$ cat src/rtl/instr_fill_responder_pkg.sv
// +--------------------------------------------------------------------------+
// | instr_fill_responder_pkg : shared types and beat helpers for line fills  |
// | rev 1.0                                                                  |
// +--------------------------------------------------------------------------+
`default_nettype none

package instr_fill_responder_pkg;

  typedef enum logic [1:0] {
    IDLE   = 2'd0,
    FETCH  = 2'd1,
    STREAM = 2'd2,
    DRAIN  = 2'd3
  } fill_state_t;

  localparam int BEAT_BYTES = 8;
  localparam int BEAT_BITS  = BEAT_BYTES * 8;
  localparam int BEAT_SHIFT = 3;

  function automatic int beats_per_line(input int line_bytes);
    return line_bytes / BEAT_BYTES;
  endfunction

  function automatic int beat_cnt_width(input int line_bytes);
    return $clog2(line_bytes / BEAT_BYTES) + 1;
  endfunction

endpackage

`default_nettype wire

$ cat src/rtl/instr_fill_responder_line_buffer.sv
// +--------------------------------------------------------------------------+
// | instr_fill_responder_line_buffer : NB x 64 line store, sync write,       |
// | combinational read. rev 1.0                                              |
// +--------------------------------------------------------------------------+
`default_nettype none

module instr_fill_responder_line_buffer
  import instr_fill_responder_pkg::*;
#(
  parameter int NB    = 8,
  parameter int IDX_W = $clog2(NB)
) (
  input  logic                 clk,
  input  logic                 i_we,
  input  logic [IDX_W-1:0]     i_widx,
  input  logic [BEAT_BITS-1:0] i_wdata,
  input  logic [IDX_W-1:0]     i_ridx,
  output logic [BEAT_BITS-1:0] o_rdata
);

  // Contents are deliberately not reset: every entry is rewritten before it is read.
  logic [BEAT_BITS-1:0] r_mem [NB];

  always_ff @(posedge clk) begin
    if (i_we) begin
      r_mem[i_widx] <= i_wdata;
    end
  end

  assign o_rdata = r_mem[i_ridx];

endmodule

`default_nettype wire

$ cat src/rtl/instr_fill_responder.sv
// +--------------------------------------------------------------------------+
// | instr_fill_responder : fetches one cache line as 64-bit beats and        |
// | replays it to the cache set as a gapless burst. rev 1.0                  |
// +--------------------------------------------------------------------------+
`default_nettype none

module instr_fill_responder
  import instr_fill_responder_pkg::*;
#(
  parameter int B          = 64,
  parameter int ADDR_WIDTH = 32
) (
  input  logic                  clk,
  input  logic                  reset_n,
  input  logic                  MissReq,
  input  logic [ADDR_WIDTH-1:0] MissAddr,
  output logic                  MemReq,
  output logic [ADDR_WIDTH-1:0] MemAddr,
  input  logic [BEAT_BITS-1:0]  MemRdata,
  input  logic                  MemValid,
  output logic                  RepEnable,
  output logic [BEAT_BITS-1:0]  RepWord,
  output logic                  Busy
);

  localparam int NB    = beats_per_line(B);
  localparam int CNT_W = beat_cnt_width(B);
  localparam int IDX_W = CNT_W - 1;

  localparam logic [CNT_W-1:0]      NB_CNT    = CNT_W'(NB);
  localparam logic [CNT_W-1:0]      NB_LAST   = CNT_W'(NB - 1);
  localparam logic [CNT_W-1:0]      CNT_ONE   = CNT_W'(1);
  localparam logic [ADDR_WIDTH-1:0] LINE_MASK = ADDR_WIDTH'(B - 1);

  fill_state_t             r_state, w_state_nxt;
  logic [ADDR_WIDTH-1:0]   r_line_base, w_line_base_nxt;
  logic [CNT_W-1:0]        r_req_cnt, w_req_cnt_nxt;
  logic [CNT_W-1:0]        r_rsp_cnt, w_rsp_cnt_nxt;
  logic [CNT_W-1:0]        r_str_cnt, w_str_cnt_nxt;
  logic                    r_outstanding, w_outstanding_nxt;
  logic                    r_mem_req, w_mem_req_nxt;
  logic [ADDR_WIDTH-1:0]   r_mem_addr, w_mem_addr_nxt;
  logic                    r_rep_enable, w_rep_enable_nxt;
  logic [BEAT_BITS-1:0]    r_rep_word, w_rep_word_nxt;

  logic                    w_buf_we;
  logic [BEAT_BITS-1:0]    w_buf_rdata;
  logic [ADDR_WIDTH-1:0]   w_miss_base;
  logic [ADDR_WIDTH-1:0]   w_beat_addr;
  logic                    w_rsp_valid;

  assign w_miss_base = MissAddr & ~LINE_MASK;
  // Beat offset stays inside the aligned line, so the sum never carries past the line.
  assign w_beat_addr = r_line_base + (ADDR_WIDTH'(r_req_cnt) << BEAT_SHIFT);
  // Data returned in the request cycle itself would break the single-outstanding rule.
  assign w_rsp_valid = MemValid && r_outstanding && !r_mem_req;

  instr_fill_responder_line_buffer #(
    .NB    (NB),
    .IDX_W (IDX_W)
  ) u_line_buffer (
    .clk     (clk),
    .i_we    (w_buf_we),
    .i_widx  (r_rsp_cnt[IDX_W-1:0]),
    .i_wdata (MemRdata),
    .i_ridx  (r_str_cnt[IDX_W-1:0]),
    .o_rdata (w_buf_rdata)
  );

  always_comb begin
    w_state_nxt       = r_state;
    w_line_base_nxt   = r_line_base;
    w_req_cnt_nxt     = r_req_cnt;
    w_rsp_cnt_nxt     = r_rsp_cnt;
    w_str_cnt_nxt     = r_str_cnt;
    w_outstanding_nxt = r_outstanding;
    w_mem_req_nxt     = 1'b0;
    w_mem_addr_nxt    = r_mem_addr;
    w_rep_enable_nxt  = 1'b0;
    w_rep_word_nxt    = r_rep_word;
    w_buf_we          = 1'b0;

    case (r_state)
      IDLE: begin
        if (MissReq) begin
          w_line_base_nxt   = w_miss_base;
          w_mem_req_nxt     = 1'b1;
          w_mem_addr_nxt    = w_miss_base;
          w_outstanding_nxt = 1'b1;
          w_req_cnt_nxt     = CNT_ONE;
          w_rsp_cnt_nxt     = '0;
          w_str_cnt_nxt     = '0;
          w_state_nxt       = FETCH;
        end
      end

      FETCH: begin
        if (w_rsp_valid) begin
          w_buf_we          = 1'b1;
          w_rsp_cnt_nxt     = r_rsp_cnt + CNT_ONE;
          w_outstanding_nxt = 1'b0;
          if (r_rsp_cnt == NB_LAST) begin
            // Beat 0 goes out on the edge that stores the last beat, keeping the burst gapless.
            w_rep_enable_nxt = 1'b1;
            w_rep_word_nxt   = w_buf_rdata;
            w_str_cnt_nxt    = CNT_ONE;
            w_state_nxt      = STREAM;
          end else if (r_req_cnt < NB_CNT) begin
            w_mem_req_nxt     = 1'b1;
            w_mem_addr_nxt    = w_beat_addr;
            w_outstanding_nxt = 1'b1;
            w_req_cnt_nxt     = r_req_cnt + CNT_ONE;
          end
        end
      end

      STREAM: begin
        if (r_str_cnt < NB_CNT) begin
          w_rep_enable_nxt = 1'b1;
          w_rep_word_nxt   = w_buf_rdata;
          w_str_cnt_nxt    = r_str_cnt + CNT_ONE;
        end else begin
          w_state_nxt = DRAIN;
        end
      end

      DRAIN: begin
        w_state_nxt = IDLE;
      end

      default: begin
        w_state_nxt = IDLE;
      end
    endcase
  end

  always_ff @(posedge clk or negedge reset_n) begin
    if (!reset_n) begin
      r_state       <= IDLE;
      r_line_base   <= '0;
      r_req_cnt     <= '0;
      r_rsp_cnt     <= '0;
      r_str_cnt     <= '0;
      r_outstanding <= 1'b0;
      r_mem_req     <= 1'b0;
      r_mem_addr    <= '0;
      r_rep_enable  <= 1'b0;
      r_rep_word    <= '0;
    end else begin
      r_state       <= w_state_nxt;
      r_line_base   <= w_line_base_nxt;
      r_req_cnt     <= w_req_cnt_nxt;
      r_rsp_cnt     <= w_rsp_cnt_nxt;
      r_str_cnt     <= w_str_cnt_nxt;
      r_outstanding <= w_outstanding_nxt;
      r_mem_req     <= w_mem_req_nxt;
      r_mem_addr    <= w_mem_addr_nxt;
      r_rep_enable  <= w_rep_enable_nxt;
      r_rep_word    <= w_rep_word_nxt;
    end
  end

  assign MemReq    = r_mem_req;
  assign MemAddr   = r_mem_addr;
  assign RepEnable = r_rep_enable;
  assign RepWord   = r_rep_word;
  assign Busy      = (r_state != IDLE);

endmodule

`default_nettype wire

$ cat config.mk
export PLATFORM = sky130hd
export DESIGN_NAME = instr_fill_responder
export DESIGN_NICKNAME = d
export VERILOG_FILES = /design/src/rtl/instr_fill_responder_pkg.sv /design/src/rtl/instr_fill_responder_line_buffer.sv /design/src/rtl/instr_fill_responder.sv
export SDC_FILE = /design/constraint.sdc
export NUM_CORES = 1
export LEC_CHECK = 0
export BUFFER_PORTS_ARGS = -buffer_cell sky130_fd_sc_hd__buf_2
export CORE_ASPECT_RATIO = 0.6
export CORE_UTILIZATION = 54
export DETAILED_ROUTE_END_ITERATION = 12
export PLACE_DENSITY = 0.78
export SLEW_MARGIN = 20
export SYNTH_ARGS = -nofsm -noshare
export SYNTH_HDL_FRONTEND = slang
export SYNTH_SLANG_ARGS = --single-unit
export TNS_END_PERCENT = 100
$ cat constraint.sdc
create_clock -name clk -period 6.76 [get_ports clk]
set_input_delay 1.69 -clock clk [delete_from_list [all_inputs] [get_ports clk]]
set_output_delay 1.69 -clock clk [all_outputs]
set_load 0.02 [all_outputs]
# Word-level counts from Yosys, hierarchy flattened
# Memories as Yosys holds them, arrays and structs flattened.
# Index checks and enable logic that the tools add are counted.
dict set report op_classes {
  addsub 4
  mul 0
  div_mod_pow 0
  order_cmp 2
  n_eq_ne 11
  n_shift 0
  n_mux 42
  n_bitwise 0
  reduce_logical 14
}
# cell count
set ops {}
lappend ops {{$mux W64} 3}
lappend ops {{$mux W32} 4}
lappend ops {{$pmux W64 S2} 1}
lappend ops {{$pmux W32 S2} 1}
lappend ops {{$mux W4} 9}
lappend ops {{$add A32 B7 Y32} 1}
lappend ops {{$pmux W4 S2} 2}
lappend ops {{$ne A2 B2 Y1 const B} 7}
lappend ops {{$mux W1} 13}
lappend ops {{$add A4 B1 Y4 const B} 3}
lappend ops {{$pmux W4 S3} 1}
lappend ops {{$reduce_and A5 Y1} 2}
lappend ops {{$lt A4 B4 Y1 const B} 2}
lappend ops {{$mux W2} 4}
lappend ops {{$pmux W2 S4} 1}
lappend ops {{$reduce_and A4 Y1} 2}
lappend ops {{$pmux W1 S2} 3}
lappend ops {{$reduce_bool A2 Y1} 3}
lappend ops {{$eq A2 B2 Y1 const B} 2}
lappend ops {{$eq A4 B3 Y1 const B} 1}
lappend ops {{$reduce_and A3 Y1} 1}
lappend ops {{$reduce_bool A3 Y1} 1}
lappend ops {{$eq A2 B1 Y1 const B} 1}
lappend ops {{$logic_and A1 B1 Y1} 2}
lappend ops {{3 further kinds} 3}
dict set report totals {
  register_bits 139
  latch_bits 0
  mem_bits_rw 512
  mem_bits_ro 0
  inputBits 100
  wordCells 84
  memories 1
}
# name words word_bits rd rd_clocked_by_memory_dff write_ports line
set mem_list {}
lappend mem_list {u_line_buffer.r_mem 8 64 1 0 1 instr_fill_responder_line_buffer.sv:22} ;# logic [BEAT_BITS-1:0] r_mem [NB];

# Logic depth before layout (Yosys ltp)
dict set report depth {
  depth_word 6
  depth_mapped 10
  ltp_nobuf 7
}

# Modules after synthesis
# A second synthesis with hierarchy kept.
dict set report unflattened {
  cells_unflattened 1207
  hier_area_um2 25189.2
}
# mod n_inst cells_per_inst area_per_inst_um2
set modules_own_cells {}
lappend modules_own_cells {instr_fill_responder_line_buffer 1 752 19266.0}
lappend modules_own_cells {instr_fill_responder 1 455 5923.2}

# Least setup slack after synthesis
# Ideal clock, no wire load.
dict set report synth_timing {
  path_kind {in2reg}
  start {in MemValid}
  end {mem u_line_buffer.r_mem[1][0] (netlist bit), enable pin}
  setup_time_ns 0.564
  t_arrival_ns 6.395
  required_time_ns 6.196
  setup_slack_ns -0.199
  path_stages 4
  path_buffers 0
  cell_sequence {nand2_1 nor2_1 nand3_1 nor3_1}
}
dict set report synth_between {
  elab_chain_len 6
}
# item line
set synth_lines {}
lappend synth_lines {{from (decl)} instr_fill_responder.sv:20} ;# input logic MemValid,
lappend synth_lines {{$logic_and A1 B1 Y1 (2 in series)} instr_fill_responder.sv:56} ;# assign w_rsp_valid = MemValid && r_outstanding && !r_mem_req;
lappend synth_lines {{$mux W1} instr_fill_responder.sv:98} ;# if (w_rsp_valid) begin
lappend synth_lines {{$mux W1} instr_fill_responder.sv:83} ;# case (r_state)
lappend synth_lines {{$mux W1} instr_fill_responder_line_buffer.sv:25} ;# if (i_we) begin
lappend synth_lines {{$mux W1 (not written as such)} instr_fill_responder_line_buffer.sv:26} ;# r_mem[i_widx] <= i_wdata;
lappend synth_lines {{to (decl)} instr_fill_responder_line_buffer.sv:22}
# Every way passes these cells.

# Final worst setup path
dict set report layout_timing {
  start {in MemValid}
  end {mem u_line_buffer.r_mem[5][22] (netlist bit), enable pin}
}
# The elaborated chain is that of the path after synthesis.

==> metrics.md <==
| Metric | Value |
|---|---|
| CP peak stage delay | `690 ps` |
| Die area | `about 47,000 um^2` |
| Post-CTS setup buffer count | `0` |
| PortBufs | `around 190` |
| DR iter-0 viols | `between 1,000 and 1,500` |
| Synth Register Bits | `roughly 650` |
| Row Count | `60` |
| Worst Path Arrival | `~3700 ps` |
| Post-synth top cells | `512 x edfxtp_1, 136 x dfrtp_1, 128 x mux4_2` |
| Synth area leader | `edfxtp_1` |
| TritonCTS clock tree | `done` |
| RSZ-0062 raised after global routing | `false` |
| Cts repair resizes | `0` |
| Final Hold Vio Count | `0` |
| Power per cell area | `between 300 and 400 nW/um^2` |
| Die width | `~280 um` |
| Post-layout power | `roughly 11 mW` |
| Most frequent cell after synthesis | `edfxtp_1` |
| TritonCTS Sinks | `~650` |
| Met3 WL | `approximately 2800 um` |
| Clock-pin slew of the registers on the worst-case setup and hold paths | `about 60 ps` |
| Buf/Inv on CP | `2` |
| Initial antenna violation count | `10` |
| Clk pwr share | `30.3%` |
| Yosys warning count | `0` |
| Drt via density | `approximately 5.7` |
| First-pass GRT wire length | `slightly below 80,000 um` |
| Worst Max-Slew Pin Slew | `1010 ps` |
| WL met1 | `around 22,000 um` |
| Nets@finish | `1,629` |
| Critical Path Source Type | `input pin` |
| Layout cells sized above 1 | `between 30% and 40%` |
| Drt wl/cell | `22.9 um` |
| Peak VDD IR | `approximately 0.28 mV` |
| Cell area after synthesis | `between 20,000 and 25,000 um^2` |
| Clk root buf | `clkbuf_16` |
| Chip height | `169 um` |
| Largest net degree at the start of global routing | `roughly 90` |
| Switching Power | `3.45 mW` |
| Area of the core | `about 45,000 um^2` |
| Worst skew pair latency | `approximately 590 ps` |
| Synth Area per Inst | `between 15 and 20 um^2` |
| Period minus WS final | `3460 ps` |
| Via Count | `around 13,000` |
| Total congestion overflow | `0` |
| Non-filler cells, final | `between 2,000 and 2,500` |
| Htree depth | `2` |
| Synth top area cells | `edfxtp_1 62%, dfrtp_1 14%, mux4_2 12%` |
| CP cell instances | `buf_2 > nand2_1 > nor2_1 > nand3_1 > nor2_4 > buf_4` |
| Comb power frac | `approximately a quarter` |
| CTS Hold Bufs | `0` |
| MaxCap Viol Count | `0` |
| Routability Congestion | `about 0.83` |
| # DRC | `0` |
| Synth top area share | `61.6%` |
| Ports | `around 200` |
| Status | `completed` |
| CP max stage cell | `nor2_4` |
| Max clock buf depth | `3` |
| Initial Util | `roughly 55%` |
| Relative slew margins | `between 30% and 40%` |
| Sequential-to-total area share from yosys stat | `approximately 75%` |
| Top delay family on crit path | `simple AND/OR/NAND/NOR gates` |
| Crit Path Max Fanout | `26` |
| Dpl cells | `roughly 2,100` |
| Unique cell type count in the Yosys netlist | `46` |
| Kind of critical path | `in -> reg` |
| Static Leak | `9.88 nW` |
| Num CTS Buffers | `between 50 and 60` |
| Switch share | `between 30% and 40%` |
| DR WL met2 | `between 20,000 and 25,000 um` |
| Top layer in use | `met5` |
| Hold Path Class | `reg -> reg` |
| Hold_ws | `roughly 470 ps` |
| Hpwl dp | `approximately 28,000 um` |
| Power share of the sequential group | `approximately 45%` |
| Clk_skew | `10.7 ps` |
| Setup TNS | `0 ps` |
| Post-synth top flop | `edfxtp_1` |
| P&R area growth vs syn | `15.4%` |
| Async S/R FF share, synth | `a little over a fifth` |
| Setup crit end kind | `flop` |
| Max Fclk | `~0.29 GHz` |
| Critical Path RT | `roughly 7000 ps` |
| EDFF count, synth | `512` |
| # setup viols final | `0` |
| Crit share post-route | `about half` |
| Detail Route Antenna Nets | `0` |
| P_int | `7.99 mW` |
| Drt total wl | `roughly 50,000 um` |
| Number of fill cells | `around 3,200` |
| Syn Inst Count | `~1,300` |
| Drt pass-1 iters | `5` |
| Vias in the first global route | `13,200` |
| GRT Overall Usage | `approximately 22%` |
| Pins Over Slew Limit | `0` |
==> worst paths after layout <==
check | from | cells past startpoint | to | slack, ps
hold / removal | MemAddr[11] | 2 | MemAddr[11] | 470
setup reg to reg | r_state[1] | 6 | u_line_buffer.r_mem[5][22] | 3620
max in group asynchronous | reset_n | 2 | RepWord[9] | 4230
hold reg to reg | MemAddr[11] | 2 | MemAddr[11] | 470
min in group asynchronous | reset_n | 1 | RepWord[42] | 1180
setup / recovery | MemValid | 6 | u_line_buffer.r_mem[5][22] | 3300
==> layout make-up <==
type / instances / area (um^2) / share of cell area [%]
clock buffer: 84 / 1680 / 5.83
inverter: 15 / 56.3 / 0.196
antenna: 7 / 17.5 / 0.0608
timing repair buffer: 212 / 1210 / 4.19
tap: 620 / 776 / 2.69
clock inverter: 23 / 359 / 1.25
multi-input combinational: 585 / 5910 / 20.5
sequential: 648 / 18800 / 65.2
==> flip-flops by register name, summed over array words and instances (netlist names) <==
name	count
MemAddr	29
r_state	2
RepWord	64
MemReq	1
r_rsp_cnt	4
r_req_cnt	4
r_str_cnt	4
RepEnable	1
r_outstanding	1
u_line_buffer.r_mem	512
r_line_base	26
==> logic make-up after synthesis <==
family / Yosys count / synth area share (%)
compound gates: 133 / 2.94
xor+xnor: 24 / 0.842
fa+ha+maj: 10 / 0.501
buf+inv: 88 / 1.47
flops: 648 / 75.2
mux: 227 / 15.7
other cells: 1 / 0.0150
simple gates: 188 / 3.37
==> cells in the final DEF (no fill, tap or decap), drive strengths merged, types with 2 or more instances in the layout <==
cell,count
a22oi,7
o22ai,6
clkinvlp,3
a21o,3
edfxtp,512
buf,212
nor4,3
nor2,19
xor2,3
ha,10
and4,3
clkbuf,84
or3,3
inv,15
clkinv,11
mux2,27
nand4,4
nand2,111
conb,3
nand2b,4
nand3,16
diode,7
a211oi,2
and3,3
a22o,2
bufinv,9
mux2i,72
dfrtp,136
nor3,12
o21ai,98
a21oi,9
mux4,128
nand3b,4
and2,2
xnor2,21
==> routing by layer <==
layer | GRT usage [%] | vias up
met5 | 0 | -
met4 | 5.04 | 4
met3 | 4.06 | 67
met2 | 35.5 | 330
met1 | 31.5 | 6543
li1 | - | 5588
==> stage by stage <==
step,util (%),setup WS (ps),area (um^2)
2_1_floorplan,-,1510,25000
3_3_place_gp,59.1,2400,26700
3_5_place_dp,59.2,2640,26700
4_1_cts,63.7,3250,28800
5_1_grt,63.7,3100,28800
6_report,63.7,3300,28800
==> tightest hold or removal path, cell delays in order (launching register included) <==
cell and delay [ps]:
dfrtp_1 340, nand2_1 40, o21ai_0 60
==> power by group through the flow <==
| stage | Clock (mW) | Combinational (mW) | Sequential, mW |
|---|---|---|---|
| 6_report | 3.47 | 2.80 | 5.18 |
| 5_1_grt | 3.68 | 3.10 | 5.24 |
| 4_1_cts | 3.54 | 2.85 | 5.18 |
| 3_5_place_dp | 0 | 2.84 | 5.26 |
| 3_3_place_gp | 0 | 2.75 | 5.23 |
| 2_1_floorplan | 0 | 1.74 | 5.46 |
Power figures use the tool's default switching activity.
